### src/rtl/mem_port_arbiter_pkg.sv
// rtl/mem_port_arbiter_pkg.sv - shared types for the unified memory port arbiter
// Purpose: arbiter FSM state encoding and starvation counter width.
// Ports: none (package).
package mem_port_arbiter_pkg;

  typedef enum logic [1:0] {
    ARB_IDLE    = 2'b00,
    ARB_BUSY_IF = 2'b01,
    ARB_BUSY_DM = 2'b10
  } arb_state_e;

  // Wide enough for STARVE_MAX up to 15.
  localparam int CNT_W = 4;

endpackage

### src/rtl/arb_starve_counter.sv
// rtl/arb_starve_counter.sv - saturating count of DM grants made while IF waits
// Purpose: tracks consecutive DM wins over a pending fetch; at_max forces an IF grant.
// Ports:
//   clk, rst  clock, synchronous active-high reset
//   inc       DM granted while a fetch is pending
//   clr       IF granted
//   at_max    count has reached STARVE_MAX
module arb_starve_counter
  import mem_port_arbiter_pkg::*;
#(
  parameter int STARVE_MAX = 4
) (
  input  logic clk,
  input  logic rst,
  input  logic inc,
  input  logic clr,
  output logic at_max
);

  logic [CNT_W-1:0] cnt_q, cnt_d;

  always_comb begin
    cnt_d = cnt_q;
    if (clr) begin
      cnt_d = '0;
    end else if (inc && (cnt_q != CNT_W'(STARVE_MAX))) begin
      cnt_d = cnt_q + 1'b1;
    end
  end

  always_ff @(posedge clk) begin
    if (rst) begin
      cnt_q <= '0;
    end else begin
      cnt_q <= cnt_d;
    end
  end

  assign at_max = (cnt_q == CNT_W'(STARVE_MAX));

endmodule

### src/rtl/mem_port_arbiter.sv
// rtl/mem_port_arbiter.sv - shares one single-ported memory between fetch and data access
// Purpose: arbitrates IF and DM requests onto one memory port, generates pipeline stalls
//          and drops fetch responses killed by a redirect.
// Ports:
//   clk, rst                      clock, synchronous active-high reset
//   if_req/if_addr/if_kill        fetch request, PC, redirect
//   if_rdata/if_ready/if_stall    fetched instruction, done pulse, IF stall
//   dm_req/dm_we/dm_addr          data request, store flag, address
//   dm_wdata/dm_wbits             store data and size
//   dm_rdata/dm_ready/dm_stall    load data, done pulse, pipeline stall
//   mem_req/we/addr/wdata/wbits   memory request bundle, held until mem_ack
//   mem_rdata/mem_ack             memory read data and completion
module mem_port_arbiter
  import mem_port_arbiter_pkg::*;
#(
  parameter int ADDR_W     = 32,
  parameter int DATA_W     = 32,
  parameter int STARVE_MAX = 4
) (
  input  logic              clk,
  input  logic              rst,
  input  logic              if_req,
  input  logic [ADDR_W-1:0] if_addr,
  input  logic              if_kill,
  output logic [DATA_W-1:0] if_rdata,
  output logic              if_ready,
  output logic              if_stall,
  input  logic              dm_req,
  input  logic              dm_we,
  input  logic [ADDR_W-1:0] dm_addr,
  input  logic [DATA_W-1:0] dm_wdata,
  input  logic [1:0]        dm_wbits,
  output logic [DATA_W-1:0] dm_rdata,
  output logic              dm_ready,
  output logic              dm_stall,
  output logic              mem_req,
  output logic              mem_we,
  output logic [ADDR_W-1:0] mem_addr,
  output logic [DATA_W-1:0] mem_wdata,
  output logic [1:0]        mem_wbits,
  input  logic [DATA_W-1:0] mem_rdata,
  input  logic              mem_ack
);

  arb_state_e        state_q, state_d;
  logic              kill_q, kill_d;
  logic              mem_req_q, mem_req_d;
  logic              mem_we_q, mem_we_d;
  logic [ADDR_W-1:0] mem_addr_q, mem_addr_d;
  logic [DATA_W-1:0] mem_wdata_q, mem_wdata_d;
  logic [1:0]        mem_wbits_q, mem_wbits_d;
  logic              if_ready_q, if_ready_d;
  logic              dm_ready_q, dm_ready_d;
  logic [DATA_W-1:0] if_rdata_q, if_rdata_d;
  logic [DATA_W-1:0] dm_rdata_q, dm_rdata_d;

  logic if_elig, dm_elig, grant_if, grant_dm, starve_at_max;

  // A requester in its ready cycle is still holding req for the finished access.
  assign if_elig = if_req & ~if_ready_q & ~if_kill;
  assign dm_elig = dm_req & ~dm_ready_q;

  always_comb begin
    grant_if = 1'b0;
    grant_dm = 1'b0;
    if (state_q == ARB_IDLE) begin
      if (if_elig && starve_at_max) begin
        grant_if = 1'b1;
      end else if (dm_elig) begin
        grant_dm = 1'b1;
      end else if (if_elig) begin
        grant_if = 1'b1;
      end
    end
  end

  arb_starve_counter #(
    .STARVE_MAX(STARVE_MAX)
  ) u_starve (
    .clk    (clk),
    .rst    (rst),
    .inc    (grant_dm & if_req),
    .clr    (grant_if),
    .at_max (starve_at_max)
  );

  always_comb begin
    state_d     = state_q;
    kill_d      = kill_q;
    mem_req_d   = mem_req_q;
    mem_we_d    = mem_we_q;
    mem_addr_d  = mem_addr_q;
    mem_wdata_d = mem_wdata_q;
    mem_wbits_d = mem_wbits_q;
    if_ready_d  = 1'b0;
    dm_ready_d  = 1'b0;
    if_rdata_d  = if_rdata_q;
    dm_rdata_d  = dm_rdata_q;
    case (state_q)
      ARB_IDLE: begin
        if (grant_if) begin
          state_d     = ARB_BUSY_IF;
          mem_req_d   = 1'b1;
          mem_we_d    = 1'b0;
          mem_addr_d  = if_addr;
          mem_wdata_d = '0;
          mem_wbits_d = 2'b00;
        end else if (grant_dm) begin
          state_d     = ARB_BUSY_DM;
          mem_req_d   = 1'b1;
          mem_we_d    = dm_we;
          mem_addr_d  = dm_addr;
          mem_wdata_d = dm_wdata;
          mem_wbits_d = dm_wbits;
        end
      end
      ARB_BUSY_IF: begin
        if (if_kill) begin
          kill_d = 1'b1;
        end
        if (mem_ack) begin
          state_d   = ARB_IDLE;
          mem_req_d = 1'b0;
          kill_d    = 1'b0;
          // A redirect seen at any point of the access discards its data.
          if (!kill_q && !if_kill) begin
            if_ready_d = 1'b1;
            if_rdata_d = mem_rdata;
          end
        end
      end
      ARB_BUSY_DM: begin
        if (mem_ack) begin
          state_d    = ARB_IDLE;
          mem_req_d  = 1'b0;
          dm_ready_d = 1'b1;
          if (!mem_we_q) begin
            dm_rdata_d = mem_rdata;
          end
        end
      end
      default: begin
        state_d   = ARB_IDLE;
        mem_req_d = 1'b0;
      end
    endcase
  end

  always_ff @(posedge clk) begin
    if (rst) begin
      state_q     <= ARB_IDLE;
      kill_q      <= 1'b0;
      mem_req_q   <= 1'b0;
      mem_we_q    <= 1'b0;
      mem_addr_q  <= '0;
      mem_wdata_q <= '0;
      mem_wbits_q <= 2'b00;
      if_ready_q  <= 1'b0;
      dm_ready_q  <= 1'b0;
      if_rdata_q  <= '0;
      dm_rdata_q  <= '0;
    end else begin
      state_q     <= state_d;
      kill_q      <= kill_d;
      mem_req_q   <= mem_req_d;
      mem_we_q    <= mem_we_d;
      mem_addr_q  <= mem_addr_d;
      mem_wdata_q <= mem_wdata_d;
      mem_wbits_q <= mem_wbits_d;
      if_ready_q  <= if_ready_d;
      dm_ready_q  <= dm_ready_d;
      if_rdata_q  <= if_rdata_d;
      dm_rdata_q  <= dm_rdata_d;
    end
  end

  assign mem_req   = mem_req_q;
  assign mem_we    = mem_we_q;
  assign mem_addr  = mem_addr_q;
  assign mem_wdata = mem_wdata_q;
  assign mem_wbits = mem_wbits_q;
  assign if_rdata  = if_rdata_q;
  assign dm_rdata  = dm_rdata_q;
  assign dm_ready  = dm_ready_q;
  // A redirect in the ready cycle turns the completed fetch into a bubble.
  assign if_ready  = if_ready_q & ~if_kill;
  assign dm_stall  = dm_req & ~dm_ready_q;
  assign if_stall  = (if_req & ~if_ready) | dm_stall;

endmodule

### config.mk
export PLATFORM = sky130hd
export DESIGN_NAME = mem_port_arbiter
export DESIGN_NICKNAME = d
export VERILOG_FILES = /design/src/rtl/mem_port_arbiter_pkg.sv /design/src/rtl/arb_starve_counter.sv /design/src/rtl/mem_port_arbiter.sv
export SDC_FILE = /design/constraint.sdc
export NUM_CORES = 1
export LEC_CHECK = 0
export ABC_AREA = 1
export CAP_MARGIN = 20
export CORE_MARGIN = 2
export CORE_UTILIZATION = 41
export CTS_BUF_LIST = sky130_fd_sc_hd__clkbuf_8
export DETAILED_ROUTE_END_ITERATION = 12
export PLACE_DENSITY = 0.82
export SYNTH_ARGS = -nofsm -noshare
export SYNTH_HDL_FRONTEND = slang
export SYNTH_HIERARCHICAL = 1
export SYNTH_SLANG_ARGS = --single-unit
### constraint.sdc
create_clock -name clk -period 2.1 [get_ports clk]
set_clock_uncertainty 0.15 [all_clocks]
set_input_delay 0.42 -clock clk [delete_from_list [all_inputs] [get_ports clk]]
set_output_delay 0.42 -clock clk [all_outputs]
set_load 0.005 [all_outputs]
# Word-level counts from Yosys, hierarchy flattened
# Cells that the tools add are included.
# W data, S select, Z words.
# word_totals
ff_bits	141
input_bits	137
word_cells	78
# op_classes
n_addsub	1
n_eq_ne	6
muxes	27
bitwise_logic	15
reduce_logical	17
# ops
op	count
$mux W32	4
$mux W1	16
$mux W2	5
$not A1 Y1	8
$and A1 B1 Y1	6
$reduce_and A2 Y1	3
$reduce_and A3 Y1	2
$reduce_or A2 Y1	3
$add A4 B1 Y4 const B	1
$eq A4 B3 Y1 const B	1
$ne A4 B3 Y1 const B	1
$pmux W2 S2	1
$reduce_bool A2 Y1	2
$logic_and A1 B1 Y1	3
$ne A3 B3 Y1 const B	1
$reduce_or A3 Y1	1
$eq A2 B1 Y1 const B	1
$eq A2 B2 Y1 const B	1
$logic_not A1 Y1	2
$logic_not A2 Y1	1
$ne A2 B1 Y1 const B	1
$pmux W1 S2	1
$or A1 B1 Y1	1

# Longest topological paths before layout
# Gate-level depths: netlist of the first run.
# logic_depth
depth_word	9
ltp_mapped	12
ltp_nobuf	11

# Modules after synthesis
# Netlist of the first run, hierarchy kept.
# by_module_without_submodules
mod	n_inst	cells_per_inst	area_each_um2
mem_port_arbiter	1	691	5193.7
arb_starve_counter	1	36	242.7

# Least setup slack after synthesis of the first run
# OpenSTA, ideal clock, no wires.
# synth_timing
kind	register -> register
startpoint	reg u_starve.cnt_q[0]
endpoint	reg u_starve.cnt_q[2]
t_arrival_ns	1.610
required_time_ns	1.884
setup_slack_ns	0.274
stages_incl_launch_ff	13
path_buffers	1
synth_period_minus_slack_ns	1.826
cell_sequence	dfxtp_1 -> inv_1 -> ha_1 -> nand3_2 -> inv_1 -> nand4_2 -> nand2_4 -> buf_2 -> nor2_1 -> nand2_2 -> inv_1 -> nand2_1 -> a21boi_2
# synth_between
elab_chain_cells	6
elab_cells_between_ends	11
classes_between	1 x add/sub; 2 x eq/ne; 4 x mux; 1 x bitwise; 3 x reduce/logical
# synth_rtl
item	line	text
start, declared	arb_starve_counter.sv:20	logic [CNT_W-1:0] cnt_q, cnt_d;
start signal, assigned	arb_starve_counter.sv:35	cnt_q <= cnt_d;
$eq A4 B3 Y1 (*)	arb_starve_counter.sv:39	assign at_max = (cnt_q == CNT_W'(STARVE_MAX));
net starve_at_max	mem_port_arbiter.sv:57	logic if_elig, dm_elig, grant_if, grant_dm, starve_at_max;
$logic_and A1 B1 Y1 (*)	mem_port_arbiter.sv:67	if (if_elig && starve_at_max) begin
$mux W1	mem_port_arbiter.sv:67	
$mux W1	mem_port_arbiter.sv:66	if (state_q == ARB_IDLE) begin
$and A1 B1 Y1	mem_port_arbiter.sv:82	.inc (grant_dm & if_req),
$logic_and A1 B1 Y1	arb_starve_counter.sv:26	end else if (inc && (cnt_q != CNT_W'(STARVE_MAX))) begin
# Mark *: on every way through the listed nets, which the timed path passes. The rest lies on a longest branch.
# A chain may end at the register's enable or synchronous reset.

# Final worst setup path of the first run
# layout_timing
startpoint	in if_kill
endpoint	out if_stall
# layout_between
elab_chain_cells	5
# layout_rtl
item	line	text
start, declared	mem_port_arbiter.sv:24	input logic if_kill,
$not A1 Y1	mem_port_arbiter.sv:186	assign if_ready = if_ready_q & ~if_kill;
$and A1 B1 Y1	mem_port_arbiter.sv:186	
$not A1 Y1	mem_port_arbiter.sv:188	assign if_stall = (if_req & ~if_ready) | dm_stall;
$and A1 B1 Y1	mem_port_arbiter.sv:188	
$or A1 B1 Y1	mem_port_arbiter.sv:188	
end, declared	mem_port_arbiter.sv:27	output logic if_stall,
# Every way passes these cells.

==> results of run 1 <==
[layer usage]
metal / up-vias / global-route usage [%] / part of all wire (%)
met5: - / 0 / 0
met4: 0 / 9.52 / 2.0
met3: 27 / 9.48 / 10
met2: 225 / 40.9 / 49
met1: 2505 / 25.7 / 38
li1: 2844 / - / -
[critical path, cell delays in order]
cell and delay (ps):
clkdlybuf4s50_1 500, nor2_1 60, o21ai_0 130, dlygate4sd2_1 280
[power by group through the flow]
stage	clock network [mW]	logic, mW	registers, mW
after floorplan	0	0.495	3.05
after global placement	0	1.34	3.03
after detailed placement	0	1.36	3.04
after CTS	2.32	1.36	2.98
after global routing	2.44	1.49	3.00
final	2.26	1.36	2.98
[flip-flops by register name, summed over array words and instances (netlist names)]
name and flops:
mem_wbits 2, kill_q 1, dm_rdata 32, if_ready_q 1, mem_req 1, if_rdata 32
mem_wdata 32, mem_addr 32, mem_we 1, state_q 2, u_starve/cnt_q 4, dm_ready 1
[kinds of logic after synthesis]
| logic type | count (synthesis) | synth area share, % |
|---|---|---|
| simple gates | 342 | 24.7 |
| flops | 141 | 51.9 |
| buf+inv | 99 | 7.71 |
| fa+ha+maj | 5 | 1.15 |
| compound gates | 140 | 14.5 |
[worst paths after layout]
| path | from | endpoint | cells after the start |
|---|---|---|---|
| setup / recovery | if_kill | if_stall | 4 |
| hold / removal | mem_wdata[6] | mem_wdata[6] | 2 |
| setup reg to reg | u_starve/cnt_q[0] | mem_addr[30] | 11 |
| hold reg to reg | mem_wdata[6] | mem_wdata[6] | 2 |
[timing repair]
item,4_1_cts,5_1_grt
endpoints found under the hold margin,0,0
pin swaps,1,3
setup endpoints to repair,6,19
gates resized for setup,4,6
[cells in the final DEF (no fill, tap or decap)]
cell type        instances
o21ai_0                 68
clkbuf_8                18
nand3_1                  4
nand4_1                  2
nand2_1                121
inv_1                   53
o21ai_1                  1
nand3b_1                 1
buf_12                  11
inv_6                    2
nand2_2                  1
clkinv_2                 3
dfxtp_2                  2
a21boi_2                 1
nor3_1                   1
a21oi_1                 38
nand2_4                  2
nand4_2                  1
buf_4                   11
nor2_4                   1
nand3_2                  2
nor2_1                 202
inv_2                    6
dlygate4sd2_1            3
nor2_2                   4
dfxtp_1                139
ha_1                     5
clkdlybuf4s50_1        269
clkinv_4                 5
diode_2                  1
o211ai_1                32
bufinv_16                3
[final cells by class]
| cell class | count | area [µm²] | area share, % |
|---|---|---|---|
| diodes | 1 | 2.50 | 0.0281 |
| clock buffers | 18 | 248 | 2.78 |
| clock inverters | 14 | 169 | 1.90 |
| inverters | 58 | 219 | 2.46 |
| multi-input cells | 487 | 2200 | 24.7 |
| flip-flops and latches | 141 | 2830 | 31.7 |
| well taps | 176 | 220 | 2.47 |
| repair buffers | 294 | 3020 | 33.9 |
[per-stage QoR]
stage	area, µm²	instances
after floorplan	5440	727
after global placement	8480	1156
after detailed placement	8480	1156
after CTS	8900	1188
after global routing	8910	1189
final	8910	1189
==> flow_metrics.tcl, run 1 <==
set metrics [dict create \
    relSlewSlack_pct 79.3 \
    drtIter0Drc 282 \
    endpoint_kind "output pin" \
    synthCells 727 \
    synth.top_cell.area_share_pct 51.9 \
    synth_common_cells "204 x nor2_1, 141 x dfxtp_1, 121 x nand2_1, 69 x o21ai_0, 53 x inv_1" \
    synth.avg_cell_area_um2 7.48 \
    routed_via_density 4.71 \
    synth.most_common_cell "nor2_1" \
    clockRootBuffer "clkbuf_8" \
    ant_nets 0 \
    grt_pass1_vias 5369 \
    p_switching_mw 1.73 \
    overflow 0 \
    reg2reg_slack_ps 160 \
    grt_pass1_wl_um 26600 \
    cts_tree "built" \
    worstPathRequired_ps 1530 \
    route.detailed.drc 0 \
    dpl.hpwl_um 12000 \
    p_total_mw 6.60 \
    cts_setup_buffers 0 \
    max_cap_violations 0 \
    finalHoldViolations 0 \
    synth-main-ff-cell "dfxtp_1" \
    hold_buffers 0 \
    fin_setup_tns_ps 0 \
    p_int_mw 4.87 \
    cp.arrival_ps 1390 \
    drv_slew 0 \
    clkTransAtPathRegs_ps 80 \
    dieArea_um2 14200 \
    die_y_um 119 \
    start_util_pct 41.5 \
    critPathLaunchType "primary input" \
    grt_setup_unrepaired "false" \
    powerDensity_nw_per_um2 741 \
    yosys.area.top_type "dfxtp_1" \
    seqPwrFrac_pct 45.2 \
    p_leak_nw 3.63 \
    period_minus_slack_ps 1960 \
    finalCritPeriodShare_pct 93.5 \
    synth-edff-count 0 \
    nets 1141 \
    max-vdd-ir-drop_uv 476 \
    synth.distinct_cells 23 \
    holdWs_ps 311 \
    finalSetupViolations 0 \
    gp_congestion 0.842 \
    ys_ff_latch 141 \
    synth-seq-area-share_pct 51.9 \
    cts_made_buffers 17 \
    cts_sinks 141 \
    grtUsageTotal_pct 23.6 \
    dr_total_vias 5601 \
    drtPass1Iterations 7 \
    numPortBuffers 272 \
    fillers 1110 \
    worst-setup-path-type "in -> out" \
    max_freq_mhz 509 \
    drive_above_1_share_pct 7.21 \
    num_io_pins 273 \
    place_ws_ps -156 \
    tightest_slew_ps 311 \
    grt_max_degree 65 \
    p_clk_share_pct 34.3 \
    syn_nets 869 \
    num_rows 42 \
    syn_area_um2 5440 \
    syn_to_final_growth_pct 63.9 \
    final_util_pct 68.1 \
    antenna_found_initial 1 \
    htreeDepth 4 \
    comb_power_share_pct 20.6 \
    hold_path.class "reg -> reg" \
    die_x_um 119 \
    worstPathMaxFanout 2 \
    ys_top_cells_by_area "dfxtp_1 52%, nor2_1 14%, nand2_1 8.4%" \
    clk_latency_ps 430 \
    yosysWarnings 6 \
    wl_um 16900 \
    cts_buffer_depth 2 \
    fp.coreArea_um2 13100 \
    fin_ws_ps 137 \
    outcome "complete, no violations" \
    wl_per_cell_um 14.2 \
    synthArstFlopShare_pct 0 \
    swShare_pct 26.2 \
]
No activity file was read; power rests on OpenSTA's default activity.
==> run 2, diff against run 1 <==
Settings changed: SKIP_LAST_GASP set to 1.
==> results of run 2 <==
The final DEF is identical to that of run 1; final timing and power are the same.
==> run 3, diff against run 2 <==
Settings changed: CORE_MARGIN 2 to 1, CORE_UTILIZATION 41 to 45, DONT_BUFFER_PORTS set to 1, PLACE_DENSITY 0.82 to unset.
==> run 3 against run 2 <==
The run now ends with design-rule violations left. Fmax is 0.13% lower. Flip-flop and latch count did not move. Total power down 4.4%. Non-clock buffer count decreased by 190. Worst hold slack worse by 290 ps. Count of clock-buffer cells in the layout did not move. Die area shrank 12%. Global-route usage is 0.29 points higher. Utilization fell by 8.5 points. Combinational power down 43%. Routed wire length down 11%. Highest routed layer unchanged.
==> flow_metrics.tcl, run 3 (same netlist as run 1, synthesis figures left out) <==
set metrics [dict create \
    dieArea_um2 12500 \
    max_cap_violations 0 \
    clockRootBuffer "clkbuf_8" \
    grtUsageTotal_pct 23.9 \
    period_minus_slack_ps 1970 \
    route.detailed.drc 18 \
    num_io_pins 273 \
    hp-start "mem_rdata[8]" \
    nets 951 \
    p_leak_nw 2.92 \
    overflow 0 \
    grt_util_met3_pct 10.3 \
    gp_congestion 0.803 \
    finalSetupViolations 0 \
    drtPass1Iterations 9 \
    final_util_pct 59.6 \
    cts_made_buffers 17 \
    grt_pass1_wl_um 23500 \
    clkTransAtPathRegs_ps 80 \
    htreeDepth 4 \
    cts_buffer_depth 2 \
    final_cell_mix "203 x nor2_1, 141 x dfxtp_1, 121 x nand2_1" \
    powerDensity_nw_per_um2 911 \
    antenna_found_initial 0 \
    drive_above_1_share_pct 7.43 \
    grt_pass1_vias 4951 \
    max-vdd-ir-drop_uv 521 \
    start_util_pct 46.8 \
    critPathLaunchType "flip-flop" \
    whs_path_depth 2 \
    p_total_mw 6.31 \
    outcome "finished with violations" \
    worstPathMaxFanout 33 \
    fin_ws_ps 134 \
    path_cells "inv_1 -> ha_1 -> nand3_2 -> inv_1 -> nand3b_1 -> nand3_2 -> inv_2 -> buf_12 -> nand2_1 -> o211ai_1 -> nor2_1" \
    max_freq_mhz 509 \
    cts_setup_buffers 0 \
    finalHoldViolations 0 \
    drv_slew 0 \
    cp_top_family "simple AND/OR/NAND/NOR gates" \
    dr_total_vias 4981 \
    hold_path_end "if_rdata[8]" \
    grt.busiest_layer "met2" \
    clk_latency_ps 440 \
    cp.arrival_ps 2140 \
    finalCritPeriodShare_pct 93.6 \
    dpl.hpwl_um 9890 \
    holdWs_ps 18.4 \
    cpPeakStageDelay_ps 330 \
    die_y_um 112 \
    final_common_cell "nor2_1" \
    drtIter0Drc 278 \
    ff2ff_path_depth 11 \
    grt_max_degree 48 \
    tightest_slew_ps 725 \
    place_ws_ps 137 \
    r2r-end "mem_addr[12]" \
    fp.coreArea_um2 11600 \
    num_rows 39 \
    cts_sinks 141 \
    grt_setup_unrepaired "false" \
    violations "design-rule violations" \
    relSlewSlack_pct 51.5 \
    use_met1_pct 23.1 \
    met2_usage_pct 43.1 \
    worst-setup-path-type "reg -> reg" \
    wl_per_cell_um 15.5 \
    ant_nets 0 \
    rr_startpoint "u_starve/cnt_q[0]" \
    die_x_um 112 \
    wl_um 15000 \
    cts_tree "built" \
    endpoint_kind "flip-flop" \
    syn_to_final_growth_pct 27.4 \
    hold_path.class "in -> reg" \
    cp_num_buf_inv 4 \
    numPortBuffers 0 \
    worstPathRequired_ps 2270 \
    cp_slowest_cell "dfxtp_1" \
    fin_setup_tns_ps 0 \
    routed_via_density 5.17 \
    reg2reg_slack_ps 130 \
    fillers 1033 \
    insertedDiodeCount 0 \
]
## run 3: cell count changes in the layout (fill, tap and decap cells not counted), moves of 2 or more
cell / previous run / this run
clkdlybuf4s50_1: 269 / 0
dlygate4sd3_1: 0 / 90
buf_12: 11 / 3
clkinv_2: 3 / 0
clkinv_4: 5 / 2
dlygate4sd2_1: 3 / 0
bufinv_16: 3 / 5
clkinvlp_4: 0 / 2
dfxtp_1: 139 / 141
dfxtp_2: 2 / 0
## run 3: worst max path at each step
stage | startpoint | end | slack (ps) | cells after the start
global route | u_starve/cnt_q[0] | mem_addr[12] | 10 | 11
CTS | u_starve/cnt_q[0] | mem_addr[10] | 120 | 10
floorplan | u_starve/cnt_q[0] | u_starve/cnt_q[2] | 270 | 12
finish | u_starve/cnt_q[0] | mem_addr[12] | 130 | 11
detailed placement | u_starve/cnt_q[0] | mem_addr[10] | 140 | 10
global placement | u_starve/cnt_q[0] | mem_addr[12] | 250 | 11
## run 3: power by group
group	switching [mW]	internal [mW]	leakage, nW
Clock	1.04	1.45	0.228
Combinational	0.442	0.327	1.54
Sequential	0.167	2.88	1.15
Total	1.65	4.65	2.92
## run 3: what timing repair did
item / 4_1_cts / 5_1_grt
setup endpoints to repair: 0 / 2
hold buffers: 90 / 0
endpoints found under the hold margin: 120 / 0
resized for setup: 0 / 1
## run 3: stage by stage
| stage | area, µm² | instances |
|---|---|---|
| floorplan | 5440 | 727 |
| global placement | 5560 | 843 |
| detailed placement | 5560 | 843 |
| CTS | 6920 | 964 |
| global route | 6920 | 964 |
| finish | 6920 | 964 |
## run 3: layout make-up
| type | count | area, µm² | share of cell area, % |
|---|---|---|---|
| clock inverter | 13 | 213 | 3.07 |
| inverter | 58 | 218 | 3.14 |
| timing repair buffer | 104 | 1050 | 15.1 |
| multi-input combinational | 487 | 2200 | 31.7 |
| clock buffer | 18 | 248 | 3.58 |
| tap | 143 | 179 | 2.58 |
| sequential | 141 | 2820 | 40.8 |
## run 3: layer usage
| metal | vias to the layer above | wire [µm] |
|---|---|---|
| met5 | - | 0 |
| met4 | 0 | 433 |
| met3 | 41 | 1480 |
| met2 | 223 | 7450 |
| met1 | 2257 | 5610 |
| li1 | 2460 | - |
